--- config.mk ---
export PLATFORM = sky130hd
export DESIGN_NAME = i2c_reg_bank
export DESIGN_NICKNAME = d
export VERILOG_FILES = /design/src/rtl/i2c_reg_bank.sv
export SDC_FILE = /design/constraint.sdc
export NUM_CORES = 1
export LEC_CHECK = 0
export BUFFER_PORTS_ARGS = -buffer_cell sky130_fd_sc_hd__buf_2
export CORE_UTILIZATION = 40
export DETAILED_ROUTE_END_ITERATION = 6
export HOLD_SLACK_MARGIN = 0.06
export PLACE_DENSITY = 0.66
export SLEW_MARGIN = 20
export SYNTH_ARGS = -nofsm -noshare
export SYNTH_HDL_FRONTEND = slang
export SYNTH_SLANG_ARGS = --single-unit
--- constraint.sdc ---
create_clock -name clk -period 5.93 [get_ports clk]
set_input_delay 0.8895 -clock clk [delete_from_list [all_inputs] [get_ports clk]]
set_output_delay 0.8895 -clock clk [all_outputs]
set_load 0.01 [all_outputs]
--- src/rtl/i2c_reg_bank.sv ---
// Register bank behind an I2C slave: ID/version, control/status, LED and switch
// registers, scratch space and a fabric-fed RX FIFO popped by reading DATA.
module i2c_reg_bank #(
  parameter logic [7:0] DEVICE_ID  = 8'hA5,
  parameter logic [7:0] VERSION    = 8'h01,
  parameter int         FIFO_DEPTH = 16
) (
  input  logic       clk,
  input  logic       rst_n,
  input  logic [7:0] reg_addr,
  input  logic [7:0] reg_wdata,
  input  logic       reg_wr,
  input  logic       reg_rd,
  output logic [7:0] reg_rdata,
  input  logic       rx_valid,
  input  logic [7:0] rx_data,
  output logic       rx_ready,
  input  logic [7:0] sw_in,
  output logic [7:0] led_out,
  output logic       irq
);
  localparam int AW = $clog2(FIFO_DEPTH);
  localparam int CW = AW + 1;
  localparam logic [CW-1:0] DEPTH_C = CW'(FIFO_DEPTH);

  localparam logic [7:0] A_ID     = 8'h00;
  localparam logic [7:0] A_VER    = 8'h01;
  localparam logic [7:0] A_CTRL   = 8'h02;
  localparam logic [7:0] A_STATUS = 8'h03;
  localparam logic [7:0] A_LED    = 8'h04;
  localparam logic [7:0] A_SW     = 8'h05;
  localparam logic [7:0] A_COUNT  = 8'h06;
  localparam logic [7:0] A_DATA   = 8'h07;

  logic          irq_en, overflow;
  logic [7:0]    led;
  logic [7:0]    scratch [8];
  logic [7:0]    sw_s1, sw_s2;
  logic [7:0]    mem [FIFO_DEPTH];
  logic [AW-1:0] wr_ptr, rd_ptr;
  logic [CW-1:0] count;
  logic          empty, full, push, pop, flush;

  assign empty    = (count == '0);
  assign full     = (count == DEPTH_C);
  assign rx_ready = !full;
  assign led_out  = led;

  assign push  = rx_valid && !full;
  assign pop   = reg_rd && (reg_addr == A_DATA) && !empty;
  assign flush = reg_wr && (reg_addr == A_CTRL) && reg_wdata[1];

  // Switch inputs are asynchronous to clk.
  always_ff @(posedge clk or negedge rst_n) begin
    if (!rst_n) begin
      sw_s1 <= '0;
      sw_s2 <= '0;
    end else begin
      sw_s1 <= sw_in;
      sw_s2 <= sw_s1;
    end
  end

  always_ff @(posedge clk or negedge rst_n) begin
    if (!rst_n) begin
      irq_en   <= 1'b0;
      led      <= '0;
      overflow <= 1'b0;
      irq      <= 1'b0;
      for (int i = 0; i < 8; i++) scratch[i] <= '0;
    end else begin
      irq <= irq_en && (!empty || overflow);
      if (reg_wr) begin
        if (reg_addr == A_CTRL) irq_en <= reg_wdata[0];
        if (reg_addr == A_LED)  led    <= reg_wdata;
        if (reg_addr[7:3] == 5'b00001) scratch[reg_addr[2:0]] <= reg_wdata;
      end
      // A same-cycle overflow event beats the W1C clear.
      if (rx_valid && full)
        overflow <= 1'b1;
      else if (reg_wr && (reg_addr == A_STATUS) && reg_wdata[2])
        overflow <= 1'b0;
    end
  end

  always_ff @(posedge clk or negedge rst_n) begin
    if (!rst_n) begin
      wr_ptr <= '0;
      rd_ptr <= '0;
      count  <= '0;
    end else if (flush) begin
      wr_ptr <= '0;
      rd_ptr <= '0;
      count  <= '0;
    end else begin
      if (push) wr_ptr <= wr_ptr + AW'(1);
      if (pop)  rd_ptr <= rd_ptr + AW'(1);
      case ({push, pop})
        2'b10:   count <= count + CW'(1);
        2'b01:   count <= count - CW'(1);
        default: count <= count;
      endcase
    end
  end

  // Storage needs no reset: count gates every read of it.
  always_ff @(posedge clk) begin
    if (push) mem[wr_ptr] <= rx_data;
  end

  always_comb begin
    reg_rdata = 8'h00;
    case (reg_addr)
      A_ID:     reg_rdata = DEVICE_ID;
      A_VER:    reg_rdata = VERSION;
      A_CTRL:   reg_rdata = {7'b0, irq_en};
      A_STATUS: reg_rdata = {5'b0, overflow, full, empty};
      A_LED:    reg_rdata = led;
      A_SW:     reg_rdata = sw_s2;
      A_COUNT:  reg_rdata = 8'(count);
      A_DATA:   reg_rdata = empty ? 8'h00 : mem[rd_ptr];
      default:  if (reg_addr[7:3] == 5'b00001) reg_rdata = scratch[reg_addr[2:0]];
    endcase
  end

endmodule

==> run metrics, run 1 <==
outcome complete, no violations; final worst-path cycle share a little under three quarters; routed len/inst between 20 and 25 µm; largest net degree at the start of global routing a little under 90; final std cells w/o fill 1,005; clock sinks between 200 and 250; fmax roughly 0.24 GHz; Root Driver clkbuf_16; CP Cell Sequence buf_4, mux4_2, mux2_2, o21ai_0, o21ai_0, buf_2; RSZ-0062 raised after global routing no; port bufs between 50 and 60; Post-Synthesis Cells approximately 600; slew of the pin with the lowest slew margin roughly 0.94 ns; mean post-synth cell area ~16 µm²; DRC viols 0; largest cells by area after synthesis edfxtp_1 38%, dfrtp_1 26%, mux4_2 11%; FILL cells ~2,100; Die H between 150 and 200 µm; register bit total from synthesis between 200 and 250; Yosys top cell by area edfxtp_1; ys flop type edfxtp_1; CP endpoint kind output pin; static leakage 0.00442 µW; Die ar. between 0.02 and 0.03 mm²; Synth async-reset ratio approximately 45%; Routed WL roughly 23,000 µm; worst vdd ir between 200 and 250 µV; post-layout util about 46%; H-tree level count 1; synthesis-to-finish area growth 13.6%; DP Area between 0.01 and 0.015 mm²; NetSw between 900 and 1000 µW; final-report hold violation count 0; critical path required time between 5 and 6 ns; post-synth top area share around two fifths; Switching Fraction approximately 25%; first drt pass iteration count 5; vias post-DR approximately 5,600; hold_buf cts 0; Worst EP arrival 3.32 ns; finished layout cell area around 0.011 mm²; Core ar. around 0.024 mm²; Flop pwr share 50.3%; number of placement rows 57; post-place setup slack about 1.9 ns; fin nets approximately 710; Max clock buf depth 3; DP Cell Count approximately 960; I/O pin total 55; Worst slew margin a little under two fifths; TritonCTS clock tree yes; Worst-path clk slew 0.06 ns; Post-Synthesis Cell Area roughly 0.010 mm²; Via density 5.61; startpoint types flip-flop; leading post-synthesis cells by instance count 128 x edfxtp_1, 104 x dfrtp_1, 71 x mux2_2, 48 x mux4_2, 30 x nand2_1; GRT Overall Usage between 10% and 20%; antenna violations before repair 1; first-pass GRT wire length between 30,000 and 40,000 µm; P per Cell Area between 300 and 400 mW/mm²; YS warnings 0; post_cts resized 0; Logic pwr share 11.4%; TritonCTS Buffers 24; Hold WC Path Type in2async; final worst setup slack 1.72 ns; Slew Limit Fails 0; Post-DRT Antenna Nets 0; Seq/Total Area, Yosys 64.4%; shortest period the worst path allows about 4.2 ns; global route overflow 0; Starting Density between 40% and 50%; Max-Cap Viols 0; vias in the first global route a little over 6,000; Max stage delay on crit path about 0.73 ns; Clk pwr share a little under two fifths; drt first-iter violations between 300 and 400; final setup vio count 0; worst-path fanout max 18; Setup Buffers After CTS 0; final setup TNS 0 ns; Detail Placement HPWL approximately 15,000 µm; Clock Skews 0.0121 ns; CP most frequent cell o21ai_0; Post-synth EDFFs 128; unique cell type count in the Yosys netlist 55; layout cells sized above 1 32.6%; CP Class reg2out; top-count cell post-synth edfxtp_1; later-pin clock latency in the skew report about 0.5 ns; internal power between 2000 and 3000 µW; die extent in x 160 µm; routability cong. approximately 0.81; Post-Syn Nets roughly 660; crit path max-delay cell type dfrtp_2
through the flow:
| step | hold slack (ns) | power (µW) |
|---|---|---|
| floorplan | 0.331 | 2300 |
| global placement | 0.335 | 2430 |
| detailed placement | 0.338 | 2460 |
| CTS | 0.242 | 3970 |
| global route | 0.256 | 4100 |
| finish | 0.249 | 3950 |
cell type report:
| cell class | instances | area (µm²) | share of cell area (%) |
|---|---|---|---|
| repair buffers | 58 | 307 | 2.70 |
| multi-input cells | 340 | 3390 | 29.8 |
| clock buffers | 34 | 699 | 6.15 |
| inverters | 7 | 26.3 | 0.231 |
| clock inverters | 9 | 96.3 | 0.847 |
| flip-flops and latches | 232 | 6450 | 56.7 |
| well taps | 324 | 405 | 3.56 |
| diodes | 1 | 2.50 | 0.0220 |
power by group through the flow:
stage / Sequential, µW / Combinational [µW] / Clock (µW)
6_report: 1980 / 451 / 1510
5_1_grt: 2000 / 497 / 1600
4_1_cts: 1980 / 454 / 1540
3_5_place_dp: 2010 / 450 / 0
3_3_place_gp: 2000 / 432 / 0
2_1_floorplan: 1940 / 367 / 0
per-layer routing:
metal | share of wire (%) | global-route usage (%)
met3 | 5.9 | 3.17
met5 | 0 | 0
met4 | 2.1 | 4.76
met2 | 51 | 31.3
met1 | 41 | 23.8
cell usage in the layout, fill, tap and decap left out, types with 11 or more instances in the layout:
cell       instances
clkbuf_16         25
mux4_2            48
dfrtp_1          103
buf_2             53
mux2i_1           16
nor3_1            11
a21oi_1           12
mux2_2            71
nand2_1           30
and2_1            14
edfxtp_1         128
o21ai_0           15
nor2_1            19
logic make-up after synthesis:
logic type,Yosys count,share of synthesized area [%]
buf+inv,41,1.81
fa+ha+maj,7,0.875
mux,141,21.2
xor+xnor,9,0.787
compound gates,62,4.14
flops,232,64.4
simple gates,121,6.81
registers in the layout (all words and copies together) (netlist names):
name      cells
sw_s2         8
rd_ptr        4
irq_en        1
sw_s1         8
irq           1
wr_ptr        4
scratch      64
led_out       8
mem         128
count         5
overflow      1
final timing paths:
check | from | endpoint | slack (ns) | cells past startpoint
max reg2reg | count[1] | count[3] | 2.94 | 8
min | rst_n | rd_ptr[2] | 0.25 | 1
max in group asynchronous | rst_n | scratch[14] | 4.65 | 2
min in group clk | sw_s1[1] | sw_s2[1] | 0.35 | 0
min reg2reg | sw_s1[1] | sw_s2[1] | 0.35 | 0
max | rd_ptr[0] | reg_rdata[2] | 1.72 | 6
worst max-delay path, delay by kind of cell, from the launching register on:
kind / cells / cell delay (ns)
multiplexers: 2 / 0.83
flip-flops: 1 / 0.73
buffers and inverters: 2 / 0.66
AO/OA/AOI/OAI: 2 / 0.58
Power figures use the tool's default switching activity.
==> run 2, diff against run 1 <==
--- a/config.mk
+++ b/config.mk
@@ -5,11 +5,12 @@
 export SDC_FILE = /design/constraint.sdc
 export NUM_CORES = 1
 export LEC_CHECK = 0
+export ABC_AREA = 1
 export BUFFER_PORTS_ARGS = -buffer_cell sky130_fd_sc_hd__buf_2
 export CORE_UTILIZATION = 40
 export DETAILED_ROUTE_END_ITERATION = 6
 export HOLD_SLACK_MARGIN = 0.06
-export PLACE_DENSITY = 0.66
+export PLACE_DENSITY = 0.68
 export SLEW_MARGIN = 20
 export SYNTH_ARGS = -nofsm -noshare
 export SYNTH_HDL_FRONTEND = slang
==> constraint.sdc (replaced) <==
create_clock -name clk -period 3.8 [get_ports clk]
set_input_delay 0.57 -clock clk [delete_from_list [all_inputs] [get_ports clk]]
set_output_delay 0.57 -clock clk [all_outputs]
set_load 0.01 [all_outputs]
==> run metrics, run 2 <==
drt first-iter violations 715 (+120%); final-report hold violation count 0 (unchanged); critical path required time 3.23 ns (-1.81 ns); internal power 4590 µW (+55%); clock sinks 232 (unchanged); final setup TNS 0 ns (unchanged); Max clock buf depth 3 (unchanged); Clk pwr share 38.6% (+0.3 points); register bit total from synthesis 232 (unchanged); later-pin clock latency in the skew report 0.53 ns (+0.02 ns); Post-Syn Nets 963 (+47%); H-tree level count 1 (unchanged); Switching Fraction 27.2% (+2.3 points); TritonCTS clock tree yes; Worst slew margin 34.1% (-3.4 points); worst vdd ir 366 µV (+54%); Post-Synthesis Cells 919 (+50%); Routed WL 24,500 µm (+7.0%); leading cell types in the layout, fill and taps excluded 168 x nand2_1, 147 x o21ai_0, 128 x edfxtp_1; post-synth top area share 39.2% (+0.77 points); Die ar. 0.0252 mm² (-1.9%); final std cells w/o fill 1,307 (+30%); Post-DRT Antenna Nets 0 (unchanged); most common cell after layout, fill and taps aside nand2_1; Top delay family on crit path compound AO/OA/AOI/OAI gates; met2 Usage GRT 33.4% (+2.1 points); Detail Placement HPWL 15,500 µm (+6.0%); grt met3 use 3.13% (-0.039 points); slew of the pin with the lowest slew margin 0.984 ns (+0.0471 ns); Reg2Reg Setup Slack 1.37 ns (-1.57 ns); Worst-path clk slew 0.06 ns (about the same); mux share of post-synthesis cell area 0.102% (-21 points); Max-Cap Viols 0 (unchanged); CP Class reg2out; synthesis-to-finish area growth 14.2%; Critical Path Stages 9 (+3); routability cong. 0.880 (+8.4%); first-pass GRT wire length 38,400 µm (+8.0%); P per Cell Area 563 mW/mm² (+62%); ys flop type edfxtp_1; Root Driver clkbuf_16; Post-Synthesis Cell Area 0.00981 mm² (-2.0%); Synth Area in Compound Gates 13.5% (+9.4 points); NetSw 1720 µW (+75%); final setup vio count 0 (unchanged); first drt pass iteration count 5 (unchanged); largest family of logic cells by synthesized area simple AND/OR/NAND/NOR gates; top register by number of flip-flops mem; die extent in x 159 µm (-0.97%); max reg flops 128 (unchanged); final worst-path cycle share between 90% and 100%; global route overflow 0 (unchanged); antenna violations before repair 0 (-1); startpoint types flip-flop; r2r startpoint count[0]; Buf+Inv Stages, Crit Path 3 (+1); Core ar. 0.0238 mm² (-2.9%); CP most frequent cell o21ai_0; number of inserted diodes 0 (-1); Max stage delay on crit path 0.52 ns (-0.21 ns); CP Cell Sequence inv_2, buf_4, o21ai_0, o22ai_1, o21ai_0, nor2_1, o21ai_0, nand4_1, buf_2; static leakage 0.00443 µW (+0.34%); global route hottest layer met2; Worst EP arrival 2.85 ns (-0.47 ns); TritonCTS Buffers 25 (+4.2%); Post-Synth Adder-Cell Area 0.893% (+0.018 points); YS warnings 0 (unchanged); grt met1 use 27.6% (+3.8 points); hold_buf cts 0 (unchanged); Tot Pwr 6310 µW (+60%); largest net degree at the start of global routing 66 (-24%); port bufs 54 (unchanged); routed len/inst 18.7 µm (-18%); Hold WC Path Type in2async; vias post-DR 7,065 (+25%); Slew Limit Fails 0 (unchanged); Setup Buffers After CTS 0 (unchanged); Seq/Total Area, Yosys 65.7% (+1.3 points); crit path max-delay cell type o21ai_0; number of placement rows 56 (-1.8%); Flop pwr share 47.4% (-2.9 points); biggest regs mem x128, scratch x64; Via density 5.41 (-3.7%); fin nets 1,013 (+43%); Synth async-reset ratio 44.8% (unchanged); mean post-synth cell area 10.7 µm² (-35%); Post-Synth Simple-Gate Area 15.4% (+8.6 points); leading post-synthesis cells by instance count 168 x nand2_1, 147 x o21ai_0, 128 x edfxtp_1, 107 x nor2_1, 104 x dfrtp_1; post_cts resized 0 (unchanged); Clock Skews 0.0156 ns (+0.00353 ns); worst-path fanout max 39 (+21); Post-synth EDFFs 128 (unchanged); vias in the first global route 6,963 (+15%); Logic pwr share 14.0% (+2.6 points); Worst R2R Path Depth 6 (-2); fmax around 0.3 GHz; Starting Density 41.3% (+0.40 points); shortest period the worst path allows around 3.4 ns; largest cells by area after synthesis edfxtp_1 39%, dfrtp_1 27%, o21ai_0 7.5%; unique cell type count in the Yosys netlist 42 (-24%); DRC viols 0 (unchanged); xor/xnor share of the synthesized area 0.357% (-0.43 points); Yosys top cell by area edfxtp_1; FILL cells 2,147 (+2.9%); Worst Setup SP rd_ptr[0]; CP endpoint kind output pin; DP Cell Count 1,261 (+31%); layout cells sized above 1 13.0% (-20 points); outcome complete, no violations; RR Endpoint mem[13][2]; GRT Overall Usage 20.3% (+2.1 points); I/O pin total 55 (unchanged); Die H 159 µm (-0.97%); top-count cell post-synth nand2_1; RSZ-0062 raised after global routing no
run 2: cells by family (layout without fill, tap and decap cells):
family | Yosys count | in the layout
and+or+nand+nor | 353 | 353
DFF | 232 | 232
AOI/OAI and AO/OA | 226 | 226
buffers and inverters | 96 | 165
adders and majority gates | 7 | 7
xor gates and xnor gates | 4 | 4
muxes | 1 | 1
run 2: final cells by class:
cell class / instances / area [µm²] / share of cell area [%]
Clock buffer: 32 / 672 / 6.00
Clock inverter: 14 / 153 / 1.36
Inverter: 56 / 211 / 1.89
Multi-Input combinational cell: 591 / 2970 / 26.5
Sequential cell: 232 / 6450 / 57.5
Tap cell: 319 / 399 / 3.56
Timing Repair Buffer: 63 / 353 / 3.15
run 2: worst register-to-register path, stage by stage (launching register included):
cell	delay [ns]
dfrtp_1	0.46
nor2_1	0.10
nand3_1	0.16
nand2_1	0.20
inv_2	0.20
nand2_1	0.14
nor2_1	0.77
run 2: power groups by stage:
stage               clock, µW  combinational, µW  sequential, µW
finish                   2440                883            2990
floorplan                   0                586            3000
global placement            0                850            3030
CTS                      2470                881            2990
detailed placement          0                875            3030
global route             2570                990            3010
run 2: how the worst max path moves through the flow:
stage | endpoint
final | reg_rdata[7]
after global routing | reg_rdata[7]
after CTS | reg_rdata[7]
after detailed placement | reg_rdata[7]
after global placement | reg_rdata[7]
after floorplan | reg_rdata[7]
run 2: stage by stage:
| stage | area [µm²] | setup slack [ns] | hold WS [ns] | utilization, % |
|---|---|---|---|---|
| floorplan | 9810 | 1.59 | 0.274 | - |
| global placement | 10400 | 0.402 | 0.332 | 43.7 |
| detailed placement | 10400 | 0.471 | 0.336 | 43.7 |
| CTS | 11200 | 0.446 | 0.0861 | 47.2 |
| global route | 11200 | 0.204 | 0.123 | 47.2 |
| finish | 11200 | 0.378 | 0.0685 | 47.2 |
run 2: routing by layer:
metal | vias to the layer above | share of wire (%)
li1 | 3340 | -
met1 | 3451 | 45
met2 | 233 | 47
met3 | 41 | 5.6
met4 | 0 | 2.6
met5 | - | 0
==> run 3, diff against run 2 <==
--- a/config.mk
+++ b/config.mk
@@ -5,12 +5,11 @@
 export SDC_FILE = /design/constraint.sdc
 export NUM_CORES = 1
 export LEC_CHECK = 0
-export ABC_AREA = 1
 export BUFFER_PORTS_ARGS = -buffer_cell sky130_fd_sc_hd__buf_2
-export CORE_UTILIZATION = 40
+export CORE_UTILIZATION = 50
 export DETAILED_ROUTE_END_ITERATION = 6
 export HOLD_SLACK_MARGIN = 0.06
-export PLACE_DENSITY = 0.68
+export PLACE_DENSITY = 0.8
 export SLEW_MARGIN = 20
 export SYNTH_ARGS = -nofsm -noshare
 export SYNTH_HDL_FRONTEND = slang
==> run metrics, run 3 (synthesis results as in run 1) <==
CP endpoint kind output pin; first drt pass iteration count 5 (unchanged); static leakage 0.00444 µW (+0.12%); routability cong. 0.916 (+4.1%); CP Cell Sequence or4_4, o2111ai_1, a31oi_1, a211o_1, buf_2; shortest period the worst path allows 3.54 ns (+0.120 ns); FILL cells 1,436 (-33%); number of placement rows 51 (-8.9%); critical path required time 3.23 ns (about the same); Max stage delay on crit path 0.67 ns (+0.15 ns); Setup Buffers After CTS 0 (unchanged); worst vdd ir 383 µV (+4.7%); layout cells sized above 1 33.0% (+20 points); TritonCTS clock tree yes; biggest regs mem x128, scratch x64; TritonCTS Buffers 24 (-4.0%); Top delay family on crit path compound AO/OA/AOI/OAI gates; Die H 143 µm (-9.5%); H-tree level count 1 (unchanged); outcome complete, no violations; global route hottest layer met2; max reg flops 128 (unchanged); final setup TNS 0 ns (unchanged); Worst EP arrival 2.97 ns (+0.12 ns); Routed WL 21,600 µm (-12%); slew of the pin with the lowest slew margin 0.848 ns (-0.136 ns); worst-path fanout max 11 (-72%); routed len/inst 22.7 µm (+21%); Buf+Inv Stages, Crit Path 1 (-2); grt met3 use 3.40% (+0.27 points); synthesis-to-finish area growth 13.1%; fmax 0.282 GHz (-3.4%); later-pin clock latency in the skew report 0.50 ns (-0.03 ns); Starting Density 51.3% (+9.9 points); vias post-DR 5,701 (-19%); first-pass GRT wire length 33,500 µm (-13%); vias in the first global route 5,781 (-17%); clock sinks 232 (unchanged); Die ar. 0.0206 mm² (-18%); number of inserted diodes 0 (unchanged); largest net degree at the start of global routing 44 (-33%); Worst slew margin 43.4% (+9.3 points); Root Driver clkbuf_16; global route overflow 0 (unchanged); Post-DRT Antenna Nets 0 (unchanged); Clock Skews 0.00815 ns (-0.00748 ns); Max-Cap Viols 0 (unchanged); RSZ-0062 raised after global routing no; post-layout util 58.0% (+11 points); met2 Usage GRT 36.4% (+3.0 points); Hold WC Path Type in2reg; top register by number of flip-flops mem; die extent in x 143 µm (-9.5%); CP Class reg2out; Worst-path clk slew 0.06 ns (about the same); Slew Limit Fails 0 (unchanged); grt met1 use 30.3% (+2.7 points); GRT Overall Usage 22.0% (+1.7 points); crit path max-delay cell type or4_4; P per Cell Area 535 mW/mm² (-4.9%); port bufs 54 (unchanged); fin nets 715 (-29%); drt first-iter violations 496 (-31%); DRC viols 0 (unchanged); Max clock buf depth 3 (unchanged); Core ar. 0.0195 mm² (-18%); Detail Placement HPWL 14,100 µm (-8.7%); final-report hold violation count 0 (unchanged); most common cell after layout, fill and taps aside edfxtp_1; Via density 5.99 (+11%); leading cell types in the layout, fill and taps excluded 128 x edfxtp_1, 103 x dfrtp_1, 71 x mux2_2; I/O pin total 55 (unchanged); final setup vio count 0 (unchanged); Tot Pwr 6060 µW (-3.9%); antenna violations before repair 0 (unchanged); post_cts resized 0 (unchanged); startpoint types flip-flop; final worst-path cycle share 93.2% (+3.2 points)
[run 3: changes by cell type in the layout (fill, tap and decap cells not counted), sizes merged, moves of 9 or more]
cell / delta
o21ai: -133
mux2i: +16
nor2: -94
nand4: -9
o22ai: -11
o221ai: -17
mux4: +48
o211ai: -9
nand2: -144
mux2: +76
inv: -49
a22oi: -14
and2: +14
nand3: -35
[run 3: timing repair]
action / 4_1_cts / 5_1_grt
endpoints found under the hold margin: 29 / 0
setup endpoints to repair: 0 / 0
hold buffers: 1 / 0
[run 3: per-layer routing]
metal / up-vias / wire length [µm]
met2: 226 / 10600
met3: 35 / 1410
li1: 2503 / -
met4: 0 / 477
met1: 2937 / 9110
met5: - / 0
[run 3: area by class of cell]
cell class	count	area [µm²]	area share (%)
clock buffer	34	689	6.09
clock inverter	8	70.1	0.619
inverter	7	26.3	0.232
multi-input combinational	340	3380	29.9
sequential	232	6450	56.9
tap	265	332	2.93
timing repair buffer	66	378	3.34
[run 3: final timing paths]
kind | startpoint | to | slack, ns | cells past startpoint
max | count[1] | reg_rdata[6] | 0.26 | 5
min | sw_in[4] | sw_s1[4] | 0.16 | 1
max reg2reg | count[1] | count[3] | 0.77 | 8
min reg2reg | sw_s1[7] | sw_s2[7] | 0.35 | 0
max in group asynchronous | rst_n | scratch[39] | 2.39 | 3
min in group asynchronous | rst_n | sw_s1[3] | 0.54 | 2
[run 3: metrics by stage]
| stage | setup slack, ns | cells | area [µm²] | hold WS [ns] |
|---|---|---|---|---|
| final | 0.258 | 952 | 11300 | 0.164 |
| after global routing | 0.0943 | 952 | 11300 | 0.160 |
| after CTS | 0.262 | 952 | 11300 | 0.153 |
| after detailed placement | 0.636 | 909 | 10600 | 0.336 |
| after global placement | 0.784 | 909 | 10600 | 0.335 |
| after floorplan | 1.04 | 613 | 10000 | 0.274 |
[run 3: power breakdown]
part | internal [µW] | switching [µW] | total (µW)
sequential | 2900 | 191 | 3090
clock | 1330 | 917 | 2240
combinational | 314 | 410 | 724
total | 4540 | 1520 | 6060
[run 3: worst register-to-register path, delay by kind of cell, from the launching register on]
family	cells	cell delay [ns]
AO/OA/AOI/OAI	2	0.39
multiplexers	1	0.23
flip-flops	1	0.52
adder cells (fa/ha/maj)	1	0.38
AND/OR/NAND/NOR	4	1.40
